--- src/rtl/instr_prefetch_pkg.sv ---
// -----------------------------------------------------------------------------
// instr_prefetch_pkg
// Shared definitions for the instruction prefetch unit:
//   - pf_state_e   : prefetch FSM state encodings (2 bits)
//   - PF_DEFAULT_DEPTH : default FIFO depth
//   - PF_RESET_VECTOR  : fetch pointer value after reset
//   - cnt_bits()   : width of an occupancy counter that can hold 0..depth
// -----------------------------------------------------------------------------
package instr_prefetch_pkg;

  typedef enum logic [1:0] {
    PF_RUN      = 2'd0,  // issuing allowed
    PF_FULL     = 2'd1,  // FIFO plus outstanding request fill every slot
    PF_WAIT_BUS = 2'd2,  // CPU load/store owns the memory port
    PF_HALT     = 2'd3   // CPU halted; only a redirect restarts fetching
  } pf_state_e;

  localparam int PF_DEFAULT_DEPTH = 4;
  localparam int PF_RESET_VECTOR  = 0;

  function automatic int cnt_bits(input int depth);
    return $clog2(depth + 1);
  endfunction

endpackage

--- src/rtl/instr_prefetch_if.sv ---
// -----------------------------------------------------------------------------
// instr_prefetch_if
// Bundles the memory-port and fetch-stage signals of the prefetch unit.
//   master : prefetch unit side (drives mem_addr/mem_rd and the ir_* head)
//   slave  : CPU/memory side (drives read data, bus ownership, consume,
//            redirect and halt)
// -----------------------------------------------------------------------------
interface instr_prefetch_if #(
  parameter int BITS_DATA = 32,
  parameter int BITS_ADDR = 16
);

  // Memory port
  logic [BITS_ADDR-1:0] mem_addr;
  logic                 mem_rd;
  logic [BITS_DATA-1:0] mem_rdata;
  logic                 mem_busy;

  // Fetch-stage port
  logic                 ir_valid;
  logic [BITS_DATA-1:0] ir_data;
  logic [BITS_ADDR-1:0] ir_pc;
  logic                 ir_ready;

  // Control-flow
  logic                 redirect;
  logic [BITS_ADDR-1:0] redirect_pc;
  logic                 halt;

  modport master (
    output mem_addr, mem_rd, ir_valid, ir_data, ir_pc,
    input  mem_rdata, mem_busy, ir_ready, redirect, redirect_pc, halt
  );

  modport slave (
    input  mem_addr, mem_rd, ir_valid, ir_data, ir_pc,
    output mem_rdata, mem_busy, ir_ready, redirect, redirect_pc, halt
  );

endinterface

--- src/rtl/instr_prefetch_pf_fifo.sv ---
// -----------------------------------------------------------------------------
// pf_fifo
// Circular buffer of WIDTH-bit entries with push/pop/clear and occupancy.
// Ports:
//   clk, reset (async, active-low)
//   clear  : empty the buffer (wins over push and pop)
//   push   : write wdata at the tail (ignored when full without a pop)
//   pop    : advance the head (ignored when empty)
//   rdata  : head entry, zero while empty
//   count  : number of stored entries, 0..DEPTH
// DEPTH must be a power of two so the pointers wrap naturally.
// -----------------------------------------------------------------------------
module pf_fifo
  import instr_prefetch_pkg::*;
#(
  parameter int WIDTH = 48,
  parameter int DEPTH = PF_DEFAULT_DEPTH
) (
  input  logic                       clk,
  input  logic                       reset,
  input  logic                       clear,
  input  logic                       push,
  input  logic                       pop,
  input  logic [WIDTH-1:0]           wdata,
  output logic [WIDTH-1:0]           rdata,
  output logic [cnt_bits(DEPTH)-1:0] count
);

  localparam int CW = cnt_bits(DEPTH);
  localparam int PTR_W = (DEPTH > 1) ? $clog2(DEPTH) : 1;

  logic [WIDTH-1:0] storage [DEPTH];
  logic [PTR_W-1:0] head, tail;
  logic             do_push, do_pop;

  assign do_pop  = pop && (count != '0);
  assign do_push = push && ((count != CW'(DEPTH)) || do_pop);

  // NOTE: non-blocking assignments in clocked processes so every register
  // samples the pre-edge values of its neighbours, independent of block order.
  always_ff @(posedge clk or negedge reset) begin
    if (!reset) begin
      head  <= '0;
      tail  <= '0;
      count <= '0;
    end else if (clear) begin
      head  <= '0;
      tail  <= '0;
      count <= '0;
    end else begin
      if (do_push) tail <= tail + PTR_W'(1);
      if (do_pop)  head <= head + PTR_W'(1);
      count <= count + CW'(do_push) - CW'(do_pop);
    end
  end

  // NOTE: the storage array has no reset; an empty buffer never exposes it
  // because rdata is masked to zero until count is non-zero.
  always_ff @(posedge clk) begin
    if (do_push && !clear) storage[tail] <= wdata;
  end

  assign rdata = (count != '0) ? storage[head] : '0;

endmodule

--- src/rtl/instr_prefetch.sv ---
// -----------------------------------------------------------------------------
// instr_prefetch
// Reads sequential instruction words ahead of the CPU fetch stage into a
// small FIFO of {data, pc}. Yields the memory port whenever mem_busy is high,
// flushes on redirect (taken jump) and stops issuing on halt.
// Ports:
//   clk    : rising-edge clock
//   reset  : asynchronous, active-low
//   bus    : instr_prefetch_if.master (memory port, ir_* head, redirect, halt)
//   perf_flushes / perf_stalls : 16-bit saturating event counters, present
//            only when PREFETCH_PERF_EN is defined
// Memory reads return data exactly one cycle after mem_rd.
// -----------------------------------------------------------------------------
module instr_prefetch
  import instr_prefetch_pkg::*;
#(
  parameter int BITS_DATA = 32,
  parameter int BITS_ADDR = 16,
  parameter int DEPTH     = PF_DEFAULT_DEPTH
) (
  input  logic                   clk,
  input  logic                   reset,
  instr_prefetch_if.master       bus
`ifdef PREFETCH_PERF_EN
  ,
  output logic [15:0]            perf_flushes,
  output logic [15:0]            perf_stalls
`endif
);

  localparam int CW = cnt_bits(DEPTH);
  localparam int PW = BITS_DATA + BITS_ADDR;

  pf_state_e            state, state_next;
  logic [BITS_ADDR-1:0] fpc, fpc_next;
  logic [BITS_ADDR-1:0] issue_pc;   // address of the request now in flight
  logic                 inflight;
  logic                 squash;
  logic [CW-1:0]        count, count_next, occ, occ_next;
  logic                 issue, push, pop;
  logic [PW-1:0]        head;

  // Occupancy counts the outstanding request so a response always has a slot.
  assign occ = count + CW'(inflight);

  // reset gates issue so mem_rd reads 0 while reset is held.
  assign issue = reset && (state != PF_HALT) && !bus.mem_busy &&
                 !bus.redirect && (occ < CW'(DEPTH));

  // A response landing in a redirect cycle belongs to the old path.
  assign push = inflight && !squash && !bus.redirect;
  assign pop  = bus.ir_valid && bus.ir_ready && !bus.redirect;

  assign count_next = bus.redirect ? '0 : count + CW'(push) - CW'(pop);
  assign occ_next   = count_next + CW'(issue);

  // NOTE: every signal written here gets a default first so no path through
  // the block leaves a value unassigned and infers a latch.
  always_comb begin
    state_next = state;
    fpc_next   = fpc;
    if (bus.redirect)                     state_next = PF_RUN;
    else if (state == PF_HALT)            state_next = PF_HALT;
    else if (bus.halt)                    state_next = PF_HALT;
    else if (bus.mem_busy)                state_next = PF_WAIT_BUS;
    else if (occ_next == CW'(DEPTH))      state_next = PF_FULL;
    else                                  state_next = PF_RUN;

    if (bus.redirect)   fpc_next = bus.redirect_pc;
    else if (issue)     fpc_next = fpc + BITS_ADDR'(1);
  end

  always_ff @(posedge clk or negedge reset) begin
    if (!reset) begin
      state    <= PF_RUN;
      fpc      <= BITS_ADDR'(PF_RESET_VECTOR);
      issue_pc <= '0;
      inflight <= 1'b0;
      squash   <= 1'b0;
    end else begin
      state    <= state_next;
      fpc      <= fpc_next;
      // Every request resolves in the following cycle, so inflight simply
      // follows issue; squash lives for one cycle and marks the old path.
      inflight <= issue;
      squash   <= bus.redirect && inflight;
      if (issue) issue_pc <= fpc;
    end
  end

  pf_fifo #(
    .WIDTH(PW),
    .DEPTH(DEPTH)
  ) u_fifo (
    .clk  (clk),
    .reset(reset),
    .clear(bus.redirect),
    .push (push),
    .pop  (pop),
    .wdata({bus.mem_rdata, issue_pc}),
    .rdata(head),
    .count(count)
  );

  assign bus.mem_rd   = issue;
  assign bus.mem_addr = fpc;
  assign bus.ir_valid = (count != '0);
  assign bus.ir_data  = head[PW-1:BITS_ADDR];
  assign bus.ir_pc    = head[BITS_ADDR-1:0];

`ifdef PREFETCH_PERF_EN
  always_ff @(posedge clk or negedge reset) begin
    if (!reset) begin
      perf_flushes <= '0;
      perf_stalls  <= '0;
    end else begin
      if (bus.redirect && (perf_flushes != 16'hFFFF))
        perf_flushes <= perf_flushes + 16'd1;
      if (((state == PF_FULL) || (state == PF_WAIT_BUS)) &&
          (perf_stalls != 16'hFFFF))
        perf_stalls <= perf_stalls + 16'd1;
    end
  end
`endif

endmodule
--- src/flat_wrapper.sv ---
// flat-port wrapper written by rule: the top's interface ports become plain ports
module instr_prefetch_flat import instr_prefetch_pkg::*;
#(
  parameter int BITS_DATA = 32,
  parameter int BITS_ADDR = 16,
  parameter int DEPTH     = PF_DEFAULT_DEPTH
)
  (clk, reset, bus_mem_addr, bus_mem_rd, bus_ir_valid, bus_ir_data, bus_ir_pc, bus_mem_rdata, bus_mem_busy, bus_ir_ready, bus_redirect, bus_redirect_pc, bus_halt);
  instr_prefetch_if #(.BITS_DATA(BITS_DATA), .BITS_ADDR(BITS_ADDR)) bus_i ();
  input  logic clk;
  input  logic reset;
  output wire logic [$bits(bus_i.mem_addr)-1:0] bus_mem_addr;
  output wire logic [$bits(bus_i.mem_rd)-1:0] bus_mem_rd;
  output wire logic [$bits(bus_i.ir_valid)-1:0] bus_ir_valid;
  output wire logic [$bits(bus_i.ir_data)-1:0] bus_ir_data;
  output wire logic [$bits(bus_i.ir_pc)-1:0] bus_ir_pc;
  input wire logic [$bits(bus_i.mem_rdata)-1:0] bus_mem_rdata;
  input wire logic [$bits(bus_i.mem_busy)-1:0] bus_mem_busy;
  input wire logic [$bits(bus_i.ir_ready)-1:0] bus_ir_ready;
  input wire logic [$bits(bus_i.redirect)-1:0] bus_redirect;
  input wire logic [$bits(bus_i.redirect_pc)-1:0] bus_redirect_pc;
  input wire logic [$bits(bus_i.halt)-1:0] bus_halt;
  assign bus_mem_addr = bus_i.mem_addr;
  assign bus_mem_rd = bus_i.mem_rd;
  assign bus_ir_valid = bus_i.ir_valid;
  assign bus_ir_data = bus_i.ir_data;
  assign bus_ir_pc = bus_i.ir_pc;
  assign bus_i.mem_rdata = bus_mem_rdata;
  assign bus_i.mem_busy = bus_mem_busy;
  assign bus_i.ir_ready = bus_ir_ready;
  assign bus_i.redirect = bus_redirect;
  assign bus_i.redirect_pc = bus_redirect_pc;
  assign bus_i.halt = bus_halt;
  instr_prefetch #(.BITS_DATA(BITS_DATA), .BITS_ADDR(BITS_ADDR), .DEPTH(DEPTH)) u_core (.clk(clk), .reset(reset), .bus(bus_i));
endmodule
--- config.mk ---
export PLATFORM = sky130hd
export DESIGN_NAME = instr_prefetch_flat
export DESIGN_NICKNAME = d
export VERILOG_FILES = /design/src/rtl/instr_prefetch_pkg.sv /design/src/rtl/instr_prefetch_if.sv /design/src/rtl/instr_prefetch_pf_fifo.sv /design/src/rtl/instr_prefetch.sv /design/src/flat_wrapper.sv
export SDC_FILE = /design/constraint.sdc
export NUM_CORES = 1
export LEC_CHECK = 0
export ABC_AREA = 1
export CAP_MARGIN = 20
export CORE_UTILIZATION = 60
export CTS_BUF_LIST = sky130_fd_sc_hd__clkbuf_2 sky130_fd_sc_hd__clkbuf_4 sky130_fd_sc_hd__clkbuf_8
export DETAILED_ROUTE_END_ITERATION = 6
export PLACE_DENSITY_LB_ADDON = 0.05
export SLEW_MARGIN = 20
export SYNTH_ARGS = -nofsm -noshare
export SYNTH_HDL_FRONTEND = slang
export SYNTH_SLANG_ARGS = --single-unit
export TNS_END_PERCENT = 50
--- constraint.sdc ---
create_clock -name clk -period 4.93 [get_ports clk]
set_input_delay 0.493 -clock clk [delete_from_list [all_inputs] [get_ports clk]]
set_output_delay 0.493 -clock clk [all_outputs]
set_load 0.05 [all_outputs]
==> Word-level counts from Yosys, hierarchy flattened <==
Memory sizes are Yosys's and may differ from the RTL's.
Index checks and enable logic that the tools add are counted.
W data, S select, Z words.
{ "word_totals": {"regBits": 43, "ramBits": 192, "in_bits": 54, "out_inout_bits": 66, "n_memories": 1} }
{ "memory_table": {"columns": ["memory", "words", "word_bits", "read_ports", "rd_ports_with_merged_regs", "wr", "line", "text"], "rows": [
  ["u_core.u_fifo.storage", 4, 48, 1, 0, 1, "instr_prefetch_pf_fifo.sv:32", "logic [WIDTH-1:0] storage [DEPTH];"]
]} }
{ "classes": {"n_addsub": 9, "magnitude_cmp": 1, "eq_ne": 4, "n_mux": 16, "n_reduce_logical": 20} }
{ "ops": {"columns": ["op", "count"], "rows": [
  ["$mux W48", 1],
  ["$mux W16", 2],
  ["$add A16 B1 Y16 const B", 1],
  ["$mux W2", 8],
  ["$add A3 B1 Y3", 4],
  ["$logic_and A1 B1 Y1", 12],
  ["$mux W3", 2],
  ["$reduce_bool A2 Y1", 3],
  ["$sub A3 B1 Y3", 2],
  ["$add A2 B1 Y2 const B", 2],
  ["$eq A3 B3 Y1 const B", 1],
  ["$logic_not A1 Y1", 3],
  ["$lt A3 B3 Y1 const B", 1],
  ["$mux W1", 3],
  ["$ne A3 B3 Y1 const B", 1],
  ["$reduce_bool A3 Y1", 1],
  ["$eq A2 B2 Y1 const B", 1],
  ["$ne A2 B2 Y1 const B", 1],
  ["$logic_or A1 B1 Y1", 1]
]} }

==> Depth between registers and ports, before layout <==
Gate-level depths: netlist (run 1).
{ "logic_depth": {"depth_word": 13, "depth_mapped": 17, "ltp_nobuf": 17} }

==> Cells and area by module <==
Synthesis (run 1) repeated with hierarchy kept, for this count alone.
{ "hier_totals": {"cells_unflattened": 1038, "area_unflattened_um2": 10400.0} }
{ "modules_own_cells": {"columns": ["mod", "n_inst", "cells_per_inst", "area_each_um2", "seq_area_each_um2"], "rows": [
  ["pf_fifo", 1, 774, 8383.0, 5940.7],
  ["instr_prefetch", 1, 264, 2016.9, 900.9]
]} }

==> Worst setup path after synthesis (run 1) <==
Ideal clock, no wire load.
{ "synth_timing": {"path_kind": "input -> register", "from": "in bus_ir_ready", "to": "mem u_core.u_fifo.storage[0][0] (enable)", "arrival_time_ps": 2815, "t_required_ps": 4476, "setup_slack_ps": 1661, "cell_stages": 4, "path_buffers": 0, "path_cell_list": "inv_1 nand3_1 nand3_1 nor2_1"} }
{ "synth_between": {"elab_chain_cells": 8} }
{ "synth_rtl": {"columns": ["item", "line", "text"], "rows": [
  ["start: declaration", "flat_wrapper.sv:19", "input wire logic [$bits(bus_i.ir_ready)-1:0] bus_ir_ready;"],
  ["$logic_and A1 B1 Y1 (2 in a row)", "instr_prefetch.sv:52", "assign pop = bus.ir_valid && bus.ir_ready && !bus.redirect;"],
  ["$logic_and A1 B1 Y1", "instr_prefetch_pf_fifo.sv:36", "assign do_pop = pop && (count != '0);"],
  ["$logic_or A1 B1 Y1", "instr_prefetch_pf_fifo.sv:37", "assign do_push = push && ((count != CW'(DEPTH)) || do_pop);"],
  ["$logic_and A1 B1 Y1", "instr_prefetch_pf_fifo.sv:37", null],
  ["$logic_and A1 B1 Y1", "instr_prefetch_pf_fifo.sv:60", "if (do_push && !clear) storage[tail] <= wdata;"],
  ["$mux W1", "instr_prefetch_pf_fifo.sv:60", null],
  ["$mux W1 (not written as such)", "instr_prefetch_pf_fifo.sv:60", null],
  ["end: declaration", "instr_prefetch_pf_fifo.sv:32", null]
]} }
Every way passes these cells.

==> Worst setup path in the final report (run 1) <==
{ "layout_timing": {"from": "reg u_core.u_fifo.head[1]", "to": "out bus_ir_pc[1]"} }
{ "layout_between": {"elab_chain_cells": 2} }
{ "layout_rtl": {"columns": ["item", "line", "text"], "rows": [
  ["start: declaration", "instr_prefetch_pf_fifo.sv:33", "logic [PTR_W-1:0] head, tail;"],
  ["start signal: assignment", "instr_prefetch_pf_fifo.sv:52", "if (do_pop) head <= head + PTR_W'(1);"],
  ["$mem_v2 Z4 W48", null, null],
  ["$mux W48", "instr_prefetch_pf_fifo.sv:63", "assign rdata = (count != '0) ? storage[head] : '0;"],
  ["end: declaration", "flat_wrapper.sv:16", "output wire logic [$bits(bus_i.ir_pc)-1:0] bus_ir_pc;"]
]} }
Every way passes these cells.

==> out/summary.txt, run 1 <==
# setup viols final = 0
Min cycle time layout = 4320 ps
Reg2reg path depth = 16
Synthesized instance count = 879
Core ar. = 15900 sq um
I/O pin cnt = 120
CTS buffer count = 38
Final Power = 0.00616 W
Area of the multi-input gates = 2610 sq um
Netlist Area Pre-Place = 9840 sq um
Post-CTS Setup Bufs = 0
Routed vias/inst = 5.48
Yosys reg bits = 235
Fin crit share = 0.876
Commonest non-fill, non-tap cells in the layout = nor2_1, edfxtp_1, clkdlybuf4s50_1
Commonest non-fill, non-tap cell in the layout = nor2_1
DIE AREA = 16900 sq um
Warnings, synthesis = 0
HP Class = primary input to async pin
ANT nets after route = 0
Fin cells = 1247
Design area = 11900 sq um
Post-synth net total = 946
CP Capture Type = primary output
Outcome = finished clean
Global-route wire length before repair = 32700 um
Place WS = 1170 ps
Initial core utilization = 0.617
Crit-path max FO = 50
Global placement routability congestion = 0.748
Post-DP Area = 11200 sq um
Post-synthesis sequential area ratio = 0.695
I/O Buffers = 119
Pleak = 4.44 nW
Worst Path Required = 4440 ps
Post-CTS Hold Fix Bufs = 0
Congestion Overflow GR = 0
Clock root cell = clkbuf_8
Critical Path AT = 3830 ps
Avg Cell Area, Syn = 11.2 sq um
# resized after CTS = 0
Pre-antenna DRT Iters = 5
DRT iter0 DRCs = 543
Largest net degree at the start of global routing = 60
Slew margin rel. = 0.269
PwrDens = 518 nW/um^2
Fraction of layout cells with a size suffix above 1 = 0.0921
Placed Cells = 1180
Distinct cells, synth = 32
Drt wl/cell = 16.6 um
Max-slew violations = 0
Fillers = 1073
Syn-to-layout area delta = 21.0%
Max-cap viol count = 0
Via count = 6833
Worst skew pair latency = 510 ps
Worst-path clk slew = 60 ps
CTS tree = yes
Initial antenna violation count = 0
Fmax = 232 MHz
DIE WIDTH = 130 um
Nets = 1071
Fin Setup TNS = 0 ps
Worst Setup Path Type = flop to primary output
Clk sinks = 235
Skew final = 16.3 ps
Post-route DRC = 0
HPWL Detailed = 11800 um
Pin slew with the least headroom to its limit = 1100 ps
CTS Buffer Depth = 3
All-Layer GR Usage = 0.253
Fin. Hold Viols = 0
VDD IR max = 0.273 mV
Vias in the first global route = 6827
Number of H-tree levels = 2
Final WL = 20700 um
Diodes inserted = 0
RSZ-0062 raised after global routing = false
Die Ht = 130 um
Storage element area = 6850 sq um
Setup ws final = 611 ps
Startpoint Class = flop
# rows = 46
[path summary, 6_finish.rpt]
check                           slack (ps)                            to                    from
worst min register to register         510  u_core.u_fifo.storage[0][14]     u_core.issue_pc[14]
worst min-delay path                   120               u_core.state[1]                   reset
min in group clk                       510  u_core.u_fifo.storage[0][14]     u_core.issue_pc[14]
max in group asynchronous             4370         u_core.u_fifo.head[0]                   reset
worst max register to register        1950               u_core.state[0]  u_core.u_fifo.count[1]
worst max-delay path                   610                  bus_ir_pc[1]   u_core.u_fifo.head[1]
[per-layer routing]
layer | track usage | vias to the layer above | part of all wire
met3 | 0.0549 | 30 | 0.055
met1 | 0.317 | 3313 | 0.42
met5 | 0 | - | 0
met4 | 0.0711 | 0 | 0.016
li1 | - | 3275 | -
met2 | 0.446 | 215 | 0.51
[final cells by class]
class | instances | share of cell area
clock buffer | 53 | 0.0539
inverter | 47 | 0.0148
multi-input combinational | 552 | 0.220
tap | 216 | 0.0227
sequential | 235 | 0.575
clock inverter | 14 | 0.00736
timing repair buffer | 130 | 0.107
[Yosys cell counts]
library cell | count | share of area
nor2_1 | 212 | 0.081
edfxtp_1 | 192 | 0.59
o21ai_0 | 112 | 0.057
nand2_1 | 97 | 0.037
a21oi_1 | 54 | 0.027
dfrtp_1 | 43 | 0.11
inv_1 | 43 | 0.016
nand3_1 | 30 | 0.015
buf_2 | 18 | 0.0092
clkbuf_1 | 14 | 0.0053
ha_1 | 11 | 0.014
nand4_1 | 8 | 0.0051
o21ai_1 | 6 | 0.0031
buf_4 | 5 | 0.0038
inv_2 | 4 | 0.0015
nand3_2 | 4 | 0.0041
buf_1 | 3 | 0.0011
nor3_1 | 3 | 0.0015
xor2_1 | 3 | 0.0027
clkbuf_2 | 2 | 0.0010
fa_1 | 2 | 0.0041
nor2_2 | 2 | 0.0013
nor2_4 | 2 | 0.0023
buf_12 | 1 | 0.0020
buf_6 | 1 | 0.0011
buf_8 | 1 | 0.0015
nand2_2 | 1 | 0.00064
nand4_2 | 1 | 0.0013
nor3_4 | 1 | 0.0017
o211ai_1 | 1 | 0.00076
o211ai_2 | 1 | 0.0013
or2_2 | 1 | 0.00064
[power breakdown]
part           leakage [nW]  total, W  switching (W)  internal (W)
clock                 0.387   0.00160       0.000704      0.000892
sequential             2.28   0.00248       0.000160       0.00232
combinational          1.78   0.00208        0.00146      0.000621
[per-stage QoR]
stage          hold slack (ps)  utilization
3_3_place_gp               487        0.701
3_5_place_dp               500        0.701
2_1_floorplan              197            -
4_1_cts                    130        0.747
5_1_grt                    156        0.747
6_report                   122        0.747
[critical path, stage by stage (launching register included)]
cell,delay (ps)
dfrtp_2,1090
inv_2,750
nor2_1,260
o21ai_0,110
a21oi_1,230
clkdlybuf4s50_1,850
[state kept, by name (all words and copies together) (netlist names)]
name	cells
u_core.squash	1
u_core.u_fifo.head	2
u_core.issue_pc	16
u_core.u_fifo.tail	2
u_core.u_fifo.count	3
u_core.u_fifo.storage	192
u_core.bus.mem_addr	16
u_core.inflight	1
u_core.state	2
[logic make-up (layout without fill, tap and decap cells)]
| logic type | Yosys count | after routing | synth area share |
|---|---|---|---|
| and+or+nand+nor | 362 | 362 | 0.152 |
| AOI/OAI and AO/OA | 174 | 174 | 0.0895 |
| adders and majority gates | 13 | 13 | 0.0181 |
| buffers and inverters | 92 | 244 | 0.0431 |
| DFF | 235 | 235 | 0.695 |
| xor gates and xnor gates | 3 | 3 | 0.00267 |
(Power assumes the default switching activity.)
==> run 2, diff against run 1 <==
--- a/config.mk
+++ b/config.mk
@@ -7,6 +7,7 @@
 export LEC_CHECK = 0
 export ABC_AREA = 1
 export CAP_MARGIN = 20
+export CORE_ASPECT_RATIO = 1.5
 export CORE_UTILIZATION = 60
 export CTS_BUF_LIST = sky130_fd_sc_hd__clkbuf_2 sky130_fd_sc_hd__clkbuf_4 sky130_fd_sc_hd__clkbuf_8
 export DETAILED_ROUTE_END_ITERATION = 6
==> run 2 against run 1 <==
  * Clock power rose by 9%
  * Critical path depth did not move
  * Non-clock buffer count rose by 3
  * Sequential share of layout area fell by 0.29 points
  * Fmax rose by 2.7%
  * Core utilization fell by 0.44 points
  * Critical path type unchanged
  * Critical endpoint is now bus_ir_data[28]
==> out/summary.txt, run 2 (synthesized netlist as in run 1, its figures left out) <==
Max-slew violations = 0
Fmax = 238 MHz
Startpoint Class = flop
HPWL Detailed = 12700 um
Final WL = 20900 um
Worst-path clk slew = 60 ps
Global-route wire length before repair = 32900 um
Diodes inserted = 0
CTS Buffer Depth = 3
CTS tree = yes
Outcome = finished clean
Largest net degree at the start of global routing = 71
ANT nets after route = 0
PwrDens = 527 nW/um^2
Die Ht = 159 um
Global placement routability congestion = 0.923
Max FFs per register = 192
# resized after CTS = 0
DRT iter0 DRCs = 400
Most flops, register = u_core.u_fifo.storage
Core ar. = 16100 sq um
Vias in the first global route = 6834
Skew final = 18.2 ps
Routed vias/inst = 5.53
WL met1 = 7890 um
DIE AREA = 16900 sq um
Congestion Overflow GR = 0
DR top layer = met4
Post-CTS Setup Bufs = 0
Post-DP Area = 11200 sq um
Clock root cell = clkbuf_8
Met2 WL = 11000 um
Clk sinks = 235
Worst skew pair latency = 500 ps
DIE WIDTH = 107 um
Pin slew with the least headroom to its limit = 1050 ps
Post-CTS Hold Fix Bufs = 0
I/O Buffers = 119
Fraction of layout cells with a size suffix above 1 = 0.0926
Fin Setup TNS = 0 ps
Max-cap viol count = 0
VDD IR max = 0.272 mV
Post-route DRC = 0
Via count = 6807
Pleak = 4.47 nW
Nets = 1071
I/O pin cnt = 120
Area of the multi-input gates = 2610 sq um
Commonest non-fill, non-tap cells in the layout = nor2_1, edfxtp_1, clkdlybuf4s50_1
# setup viols final = 0
Crit-path max FO = 50
Storage element area = 6850 sq um
Worst Path Required = 4440 ps
Critical Path AT = 3710 ps
Number of H-tree levels = 2
Initial antenna violation count = 0
Fin crit share = 0.853
Worst Setup Path Type = flop to primary output
Syn-to-layout area delta = 21.6%
# rows = 57
CTS buffer count = 35
Drt wl/cell = 16.9 um
Min cycle time layout = 4200 ps
Initial core utilization = 0.611
Design area = 12000 sq um
RSZ-0062 raised after global routing = false
Commonest non-fill, non-tap cell in the layout = nor2_1
HP Class = primary input to async pin
Fin. Hold Viols = 0
Slew margin rel. = 0.301
Pre-antenna DRT Iters = 5
CP Capture Type = primary output
All-Layer GR Usage = 0.251
Met3 WL = 1260 um
Fillers = 1083
## run 2: cell types whose count changed in the layout (fill, tap and decap cells not counted)
cell	previous run	this run
clkbuf_4	14	6
clkinv_1	8	3
bufinv_16	1	5
buf_4	11	14
clkinv_4	0	1
## run 2: final cells by class
type                            count  area share
Timing Repair Buffer              133       0.108
Clock inverter                     14      0.0165
Multi-Input combinational cell    552       0.218
Tap cell                          206      0.0215
Sequential cell                   235       0.572
Clock buffer                       45      0.0486
Inverter                           47      0.0147
## run 2: report_power, final
group	internal [W]	switching (W)
Sequential	0.00232	0.000155
Combinational	0.000623	0.00146
Clock	0.00104	0.000700
Total	0.00398	0.00232
## run 2: stage by stage
stage          utilization  hold slack, ps  cells  total power, W  setup slack, ps
6_report             0.742             161   1232         0.00630              726
5_1_grt              0.742             201   1232         0.00656              519
4_1_cts              0.742             185   1232         0.00633              684
3_5_place_dp         0.694             506   1173         0.00460             1220
3_3_place_gp         0.694             486   1173         0.00456             1270
2_1_floorplan            -             197    879         0.00390             1660
## run 2: path summary, 6_finish.rpt
path	from	endpoint	slack (ps)	cells past startpoint
worst max-delay path	u_core.u_fifo.head[1]	bus_ir_data[28]	730	5
worst min-delay path	reset	u_core.bus.mem_addr[11]	160	2
worst max register to register	u_core.u_fifo.count[1]	u_core.state[0]	1630	16
worst min register to register	u_core.issue_pc[3]	u_core.u_fifo.storage[1][3]	520	0
max in group asynchronous	reset	u_core.u_fifo.head[0]	4320	2
min in group clk	u_core.issue_pc[3]	u_core.u_fifo.storage[1][3]	520	0
## run 2: per-layer routing
layer	GRT usage	up-vias
met5	0	-
met4	0.114	0
met3	0.0501	56
met2	0.441	242
met1	0.292	3238
li1	-	3271
## run 2: critical path, cell delays in order (launching register included)
cell and delay, ps:
dfrtp_2 1060, inv_2 700, nor2_1 310, o21ai_0 140, a21oi_1 160, clkdlybuf4s50_1 830
==> run 3, diff against run 2 <==
--- a/config.mk
+++ b/config.mk
@@ -8,10 +8,10 @@
 export ABC_AREA = 1
 export CAP_MARGIN = 20
 export CORE_ASPECT_RATIO = 1.5
-export CORE_UTILIZATION = 60
+export CORE_UTILIZATION = 35
 export CTS_BUF_LIST = sky130_fd_sc_hd__clkbuf_2 sky130_fd_sc_hd__clkbuf_4 sky130_fd_sc_hd__clkbuf_8
 export DETAILED_ROUTE_END_ITERATION = 6
-export PLACE_DENSITY_LB_ADDON = 0.05
+export PLACE_DENSITY = 0.6
 export SLEW_MARGIN = 20
 export SYNTH_ARGS = -nofsm -noshare
 export SYNTH_HDL_FRONTEND = slang
==> run 3 against run 2 <==
  * The flow now finishes with violations (design-rule violations)
  * Setup slack improved by 150 ps
  * Register-to-register slack better by 390 ps
  * Highest routed layer unchanged
  * Sequential share of layout area is 0.27 points lower
  * Core utilization shrank 30 points
  * Fmax rose by 3.7%
==> out/summary.txt, run 3 (synthesized netlist as in run 1, its figures left out) <==
Outcome = finished with violations
Failing checks = design-rule violations
Switching fraction of total power = 0.384
HPWL Detailed = 13300 um
Clock root cell = clkbuf_8
Worst Setup Path Type = flop to primary output
Startpoint Class = flop
Clk pwr share = 0.248
Clk sinks = 235
Pre-antenna DRT Iters = 6
Switching pwr = 0.00234 W
Global-route wire length before repair = 35400 um
Storage element area = 6850 sq um
VDD IR max = 0.238 mV
Routed vias/inst = 4.87
CTS Buffer Depth = 3
Syn-to-layout area delta = 22.1%
Diodes inserted = 0
Fin crit share = 0.822
Largest net degree at the start of global routing = 98
# resized after CTS = 0
Initial antenna violation count = 0
I/O pin cnt = 120
Place WS = 1100 ps
Commonest non-fill, non-tap cell in the layout = nor2_1
Critical Path AT = 3560 ps
Drt wl/cell = 16.1 um
Global placement routability congestion = 0.789
Most flops, register = u_core.u_fifo.storage
Fin Setup TNS = 0 ps
Number of H-tree levels = 2
Die Ht = 207 um
All-Layer GR Usage = 0.158
DIE AREA = 28800 sq um
Vias in the first global route = 6754
Post-CTS Setup Bufs = 0
Initial core utilization = 0.359
Post-route DRC = 8
Via count = 6660
RSZ-0062 raised after global routing = false
ANT nets after route = 0
Post-CTS Hold Fix Bufs = 0
Seq pwr share = 0.404
Final WL = 22100 um
Max FFs per register = 192
Min cycle time layout = 4050 ps
CTS tree = yes
Final Power = 0.00609 W
Nets = 1069
DIE WIDTH = 139 um
Fmax = 247 MHz
Slew margin rel. = 0.255
Pin slew with the least headroom to its limit = 1120 ps
Fillers = 2585
I/O Buffers = 119
Crit-path max FO = 50
Max-cap viol count = 0
Worst-path clk slew = 70 ps
Skew final = 19.2 ps
Worst skew pair latency = 530 ps
# setup viols final = 0
DRT iter0 DRCs = 376
Pleak = 4.42 nW
Fin. Hold Viols = 0
Congestion Overflow GR = 0
Worst hold slack = 116 ps
Setup ws final = 876 ps
Combinational share of power = 0.347
PwrDens = 506 nW/um^2
# rows = 74
Core ar. = 27400 sq um
Fraction of layout cells with a size suffix above 1 = 0.0887
Max-slew violations = 0
HP Class = primary input to async pin
Commonest non-fill, non-tap cells in the layout = nor2_1, edfxtp_1, clkdlybuf4s50_1
Area of the multi-input gates = 2610 sq um
Internal power = 0.00375 W
CP Capture Type = primary output
CTS buffer count = 35
Worst Path Required = 4440 ps
run 3: changes by cell type in the layout (fill, tap and decap cells not counted):
cell       previous run  this run
clkbuf_4              6        12
bufinv_16             5         0
clkinv_1              3         7
buf_4                14        11
clkinv_2              4         2
buf_12                0         1
clkbuf_8             39        38
clkinv_4              1         0
inv_2                 4         3
inv_4                 0         1
inv_6                 0         1
run 3: power groups by stage:
stage / registers, W / logic [W] / clock network, W
finish: 0.00246 / 0.00212 / 0.00151
detailed placement: 0.00250 / 0.00214 / 0
floorplan: 0.00251 / 0.00140 / 0
global placement: 0.00250 / 0.00214 / 0
global route: 0.00248 / 0.00227 / 0.00164
CTS: 0.00246 / 0.00215 / 0.00156
run 3: worst max-delay path: stages, from the launching register on:
cell             delay [ps]
dfrtp_2                1100
inv_4                   500
nor2_1                  190
o21ai_0                  90
a21oi_1                 260
clkdlybuf4s50_1         870
run 3: cell type report:
class                           instances  area share
Tap cell                              342      0.0356
Multi-Input combinational cell        552       0.217
Sequential cell                       235       0.570
Inverter                               47      0.0149
Clock buffer                           50      0.0510
Timing Repair Buffer                  131       0.107
Clock inverter                         11     0.00437
run 3: layer usage:
metal / global-route usage / wire (um) / share of wire / up-vias
met5: 0 / 0 / 0 / -
met4: 0.0724 / 710 / 0.032 / 0
met3: 0.0288 / 969 / 0.044 / 50
met2: 0.292 / 11900 / 0.54 / 157
met1: 0.172 / 8530 / 0.39 / 3190
li1: - / - / - / 3263
run 3: worst paths after layout:
| check | start | endpoint | slack (ps) | depth (start not counted) |
|---|---|---|---|---|
| worst max-delay path | u_core.u_fifo.head[1] | bus_ir_pc[1] | 880 | 5 |
| worst min-delay path | reset | u_core.bus.mem_addr[10] | 120 | 2 |
| worst max register to register | u_core.u_fifo.count[1] | u_core.state[0] | 2020 | 16 |
| worst min register to register | u_core.issue_pc[14] | u_core.u_fifo.storage[0][14] | 520 | 0 |
| max in group asynchronous | reset | u_core.u_fifo.head[0] | 4340 | 2 |
| min in group clk | bus_redirect_pc[8] | u_core.bus.mem_addr[8] | 520 | 3 |
run 3: through the flow:
stage               cells  cell area [sq um]   util
finish               1368              12000  0.439
global route         1368              12000  0.439
CTS                  1368              12000  0.439
detailed placement   1307              11400  0.414
global placement     1307              11400  0.414
floorplan             879               9840      -
